**src/rtl/bin2bcd_seq.sv**
```systemverilog
// Sequential double-dabble binary-to-BCD converter with saturation and a registered, display-stable output.
// Optional leading-zero blanking is enabled by defining BIN2BCD_BLANK_EN.
module bin2bcd_seq #(
    parameter int unsigned IN_W   = 16,
    parameter int unsigned DIGITS = 4
) (
    input  logic                  clk,
    input  logic                  rst_n,
    input  logic                  start,
    input  logic [IN_W-1:0]       bin_in,
    output logic                  busy,
    output logic                  done,
    output logic [4*DIGITS-1:0]   bcd_out,
    output logic                  ovf,
    output logic [DIGITS-1:0]     blank
);

    function automatic int unsigned pow10_minus1(input int unsigned n);
        int unsigned p;
        p = 1;
        for (int unsigned i = 0; i < n; i++) begin
            p = p * 10;
        end
        return p - 1;
    endfunction

    // Enough accumulator digits that every IN_W-bit value converts exactly.
    localparam int unsigned ACC_DIG_RAW = (IN_W * 301 + 999) / 1000;
    localparam int unsigned ACC_DIGITS  = (ACC_DIG_RAW > DIGITS) ? ACC_DIG_RAW : DIGITS;
    localparam int unsigned ACC_W       = 4 * ACC_DIGITS;
    localparam int unsigned OUT_W       = 4 * DIGITS;
    localparam int unsigned CNT_W       = $clog2(IN_W + 1);
    localparam int unsigned MAX_VAL     = pow10_minus1(DIGITS);

    localparam logic [1:0] S_IDLE  = 2'd0;
    localparam logic [1:0] S_SHIFT = 2'd1;
    localparam logic [1:0] S_DONE  = 2'd2;

    logic [1:0]        state_q,    state_d;
    logic [ACC_W-1:0]  acc_q,      acc_d;
    logic [IN_W-1:0]   bin_q,      bin_d;
    logic [CNT_W-1:0]  cnt_q,      cnt_d;
    logic              ovf_next_q, ovf_next_d;
    logic              busy_q,     busy_d;
    logic              done_q,     done_d;
    logic [OUT_W-1:0]  bcd_q,      bcd_d;
    logic              ovf_q,      ovf_d;
    logic [DIGITS-1:0] blank_q,    blank_d;

    logic [ACC_W-1:0]  acc_adj;
    logic [DIGITS-1:0] blank_calc;

    // Add-3 correction on every nibble that would overflow past 9 after the shift.
    always_comb begin
        acc_adj = acc_q;
        for (int unsigned i = 0; i < ACC_DIGITS; i++) begin
            if (acc_q[4*i +: 4] >= 4'd5) begin
                acc_adj[4*i +: 4] = acc_q[4*i +: 4] + 4'd3;
            end
        end
    end

`ifdef BIN2BCD_BLANK_EN
    // Blank digit i when it and every higher exported digit are zero; units always shown.
    always_comb begin
        logic zero_above;
        zero_above = 1'b1;
        blank_calc = '0;
        for (int i = int'(DIGITS) - 1; i > 0; i--) begin
            zero_above    = zero_above && (acc_q[4*i +: 4] == 4'h0);
            blank_calc[i] = zero_above;
        end
    end
`else
    always_comb begin
        blank_calc = '0;
    end
`endif

    // Next-state and datapath update.
    always_comb begin
        state_d    = state_q;
        acc_d      = acc_q;
        bin_d      = bin_q;
        cnt_d      = cnt_q;
        ovf_next_d = ovf_next_q;
        done_d     = 1'b0;
        bcd_d      = bcd_q;
        ovf_d      = ovf_q;
        blank_d    = blank_q;

        case (state_q)
            S_IDLE: begin
                if (start) begin
                    acc_d      = '0;
                    bin_d      = bin_in;
                    cnt_d      = '0;
                    ovf_next_d = (32'(bin_in) > MAX_VAL);
                    state_d    = S_SHIFT;
                end
            end
            S_SHIFT: begin
                acc_d = ACC_W'({acc_adj, bin_q[IN_W-1]});
                bin_d = bin_q << 1;
                cnt_d = cnt_q + CNT_W'(1);
                if (cnt_q == CNT_W'(IN_W - 1)) begin
                    state_d = S_DONE;
                end
            end
            S_DONE: begin
                done_d  = 1'b1;
                ovf_d   = ovf_next_q;
                bcd_d   = ovf_next_q ? {DIGITS{4'h9}} : acc_q[OUT_W-1:0];
                blank_d = ovf_next_q ? '0 : blank_calc;
                state_d = S_IDLE;
            end
            default: begin
                state_d = S_IDLE;
            end
        endcase

        busy_d = (state_d != S_IDLE);
    end

    always_ff @(posedge clk or negedge rst_n) begin
        if (!rst_n) begin
            state_q    <= S_IDLE;
            acc_q      <= '0;
            bin_q      <= '0;
            cnt_q      <= '0;
            ovf_next_q <= 1'b0;
            busy_q     <= 1'b0;
            done_q     <= 1'b0;
            bcd_q      <= '0;
            ovf_q      <= 1'b0;
            blank_q    <= '0;
        end else begin
            state_q    <= state_d;
            acc_q      <= acc_d;
            bin_q      <= bin_d;
            cnt_q      <= cnt_d;
            ovf_next_q <= ovf_next_d;
            busy_q     <= busy_d;
            done_q     <= done_d;
            bcd_q      <= bcd_d;
            ovf_q      <= ovf_d;
            blank_q    <= blank_d;
        end
    end

    assign busy    = busy_q;
    assign done    = done_q;
    assign bcd_out = bcd_q;
    assign ovf     = ovf_q;
    assign blank   = blank_q;

endmodule

```
**config.mk**
```make
export PLATFORM = sky130hd
export DESIGN_NAME = bin2bcd_seq
export DESIGN_NICKNAME = d
export VERILOG_FILES = /design/src/rtl/bin2bcd_seq.sv
export SDC_FILE = /design/constraint.sdc
export NUM_CORES = 1
export LEC_CHECK = 0
export CAP_MARGIN = 25
export CORE_UTILIZATION = 45
export DETAILED_ROUTE_END_ITERATION = 7
export PLACE_DENSITY = 0.71
export SLEW_MARGIN = 20
export SYNTH_ARGS = -nofsm -noshare
export SYNTH_HDL_FRONTEND = slang
export SYNTH_SLANG_ARGS = --single-unit
```
**constraint.sdc**
```tcl
create_clock -name clk -period 1.4 [get_ports clk]
set_input_delay 0.28 -clock clk [delete_from_list [all_inputs] [get_ports clk]]
set_output_delay 0.28 -clock clk [all_outputs]
set_load 0.005 [all_outputs]
```
==> impl_metrics.ini <==
[status]
run_status = finished, final reports clean

[sta]
relSlewSlack_pct = 59.0
fin_crit_ps = 1360
finalCritPeriodShare_pct = 97.4
finalHoldViolations = 0
setup_ws_ps = 36.3
timing.fmax_ghz = 0.733
final.setup_skew_ps = 6.28
finalHoldWorstSlack_ps = 473
setup_viol = 0
final.setup.tns_ps = 0
tightest_slew_ps = 615
finalMaxSlewViolations = 0

[pwr]
p_seq_share_pct = 36.7
swShare_pct = 35.1
power_frac_comb_pct = 43.4
p_leak_nw = 1.80
switching_power_mw = 2.58
p_int_mw = 4.75
ir_worst_vdd_mv = 0.961
p_clk_share_pct = 19.9
powerDensity_nw_per_um2 = 1930

[clock_network]
clock_path_buffers = 2
clock_latency_ps = 340
htreeDepth = 3
cts.clk_slew.worst_paths_ps = 60
cts_made_buffers = 9
cts_sinks = 59
cts_tree = done
root_buffer = clkbuf_8

[place]
numPortBuffers = 37
gp_congestion = 0.777
hpwl_mm = 4.10
place_ws_ps = -194

[logic_synthesis]
ys.flop_type = dfrtp_1
synth_top_area_cell = dfrtp_1
synth_top_area_share_pct = 51.1
synth_warnings = 0
synth_edf_count = 0
seq_area_frac_synth_pct = 51.1
synth_cells = 278
synth_area_leaders = dfrtp_1 (51%), nand2_1 (5.3%), o21ai_0 (5.2%), ha_1 (4.3%), a22oi_1 (3.6%)
synthDistinctLibCells = 37
synth_area_um2 = 2890
synthArstFlopShare_pct = 100
synth_seq_cells = 59
synth.avg_cell_area_um2 = 10.4

[routing]
finalWirelength_mm = 6.04
drtIter0Drc = 139
drt_pass1_iterations = 4
vias = 2362
drc = 0
antenna_left = 0
routed_via_density = 5.47
avgRoutedWirePerCell_um = 14.0

[worst_setup_path]
slowest_delay_ps = 400
crit_path_max_fanout = 3
crit_path_end_kind = flip-flop
endpoint = acc_q[9]
r2r_cells = 5
cp_cell_sequence = buf_4 -> ha_1 -> nor2b_4 -> o21a_1 -> o221ai_1
cp.arrival_ps = 1570
cp.required_ps = 1600
path_buf_inv = 1
r2r_start = acc_q[8]
startpoint = acc_q[8]
startpoint_type = flip-flop
r2r_setup_slack_ps = 40
worstSetupPathType = flip-flop to flip-flop
crit_slowest_cell = dfrtp_1
crit_family = flip-flops
critical_path_depth = 5
r2r_end = acc_q[9]

[global_routing]
antenna_found_initial = 0
grt_use_total_pct = 20.0
grt-ovfl-total = 0
grt_pass1_wl_mm = 10.1
grt_max_degree = 60
grt_pass1_vias = 2277

[layout]
diodes = 0
nets = 381
fillerInstances = 519
syn2layout_area_growth_pct = 31.6
drive_above_1_share_pct = 23.2

[floorplan]
num_io_pins = 42
rows = 28
die_w_um = 82.1
die_h_um = 82.1
die_area_um2 = 6750
core_area_um2 = 6060
start_util_pct = 47.7

[run]
drv_cap = 0

[hold_path]
hold_path.class = flip-flop to flip-flop
[layer usage]
| layer | vias to the layer above | global-route usage, % | share of wire, % | routed length [um] |
|---|---|---|---|---|
| met1 | 1156 | 25.0 | 47 | 2820 |
| met2 | 57 | 32.4 | 48 | 2890 |
| met4 | 0 | 9.82 | 1.8 | 111 |
| met5 | - | 0 | 0 | 0 |
| met3 | 8 | 4.62 | 3.5 | 209 |
| li1 | 1141 | - | - | - |
[tightest hold or removal path, stage by stage (launching register included)]
cell and delay [ps]:
dfrtp_1 340, nand2_1 50, o31ai_1 50
[metrics by stage]
stage | instance area, um2 | util (%) | std cells | power, mW
after floorplan | 2900 | - | 281 | 4.56
after global placement | 3510 | 57.9 | 406 | 5.47
after detailed placement | 3510 | 57.9 | 406 | 5.58
after CTS | 3730 | 61.5 | 427 | 7.08
after global routing | 3800 | 62.8 | 432 | 7.85
final | 3800 | 62.8 | 432 | 7.33
[Yosys cell counts (7+ instances only)]
master     number
nand2_1        41
nor2b_1         7
o21ai_0        30
buf_4           9
buf_2          10
ha_1           10
inv_1          19
dfrtp_1        59
o31ai_1        12
nor2_1         12
o2111ai_1       8
a22oi_1        14
[power by group through the flow]
stage | Combinational (mW) | Clock [mW] | Sequential [mW]
2_1_floorplan | 2.01 | 0 | 2.55
4_1_cts | 2.88 | 1.50 | 2.70
3_3_place_gp | 2.78 | 0 | 2.69
5_1_grt | 3.51 | 1.57 | 2.77
3_5_place_dp | 2.87 | 0 | 2.71
6_report | 3.18 | 1.46 | 2.69
[worst min-delay path by stage]
stage	from	to	slack [ps]	cells after the start
CTS	rst_n	bcd_out[6]	480	3
finish	bcd_out[6]	bcd_out[6]	470	2
global route	bcd_out[11]	bcd_out[11]	510	2
floorplan	rst_n	acc_q[0]	-20	0
detailed placement	rst_n	bcd_out[6]	310	2
global placement	rst_n	done	310	2
[logic make-up (layout without fill, tap and decap cells)]
family	Yosys count	after routing	synth area share, %
flip-flops	59	59	51.1
other	1	4	0.130
XOR/XNOR	3	3	0.909
multiplexers	3	3	1.17
AO/OA/AOI/OAI	92	92	24.4
adder cells (fa/ha/maj)	10	10	4.33
buffers and inverters	42	118	7.32
AND/OR/NAND/NOR	68	68	10.7
[final cells by class]
class / instances / area (um2) / area share [%]
sequential: 59 / 1480 / 38.8
inverter: 20 / 77.6 / 2.04
clock buffer: 15 / 186 / 4.90
tap: 75 / 93.8 / 2.47
clock inverter: 1 / 5.00 / 0.132
timing repair buffer: 82 / 707 / 18.6
multi-input combinational: 180 / 1260 / 33.0
[registers in the layout (all words and copies together) (netlist names)]
name / count
state_q: 2
bcd_out: 16
done: 1
cnt_q: 5
ovf: 1
busy: 1
ovf_next_q: 1
bin_q: 16
acc_q: 16
[placed cells by master, fill, tap and decap left out, types with 12 or more instances in the layout]
master	count
dfrtp_1	58
o21ai_0	30
nand2_1	41
dlygate4sd2_1	19
clkdlybuf4s50_1	17
a22oi_1	14
inv_1	16
clkbuf_8	13
buf_4	42
o31ai_1	12
nor2_1	12
[timing repair]
item                                    4_1_cts  5_1_grt
setup buffers                                 4        5
pin swaps                                     0        2
hold buffers                                  1        0
endpoints found under the hold margin        59        0
gates resized for setup                      23       12
endpoints found under the setup margin       23       14
No activity file was read; power rests on OpenSTA's default activity.
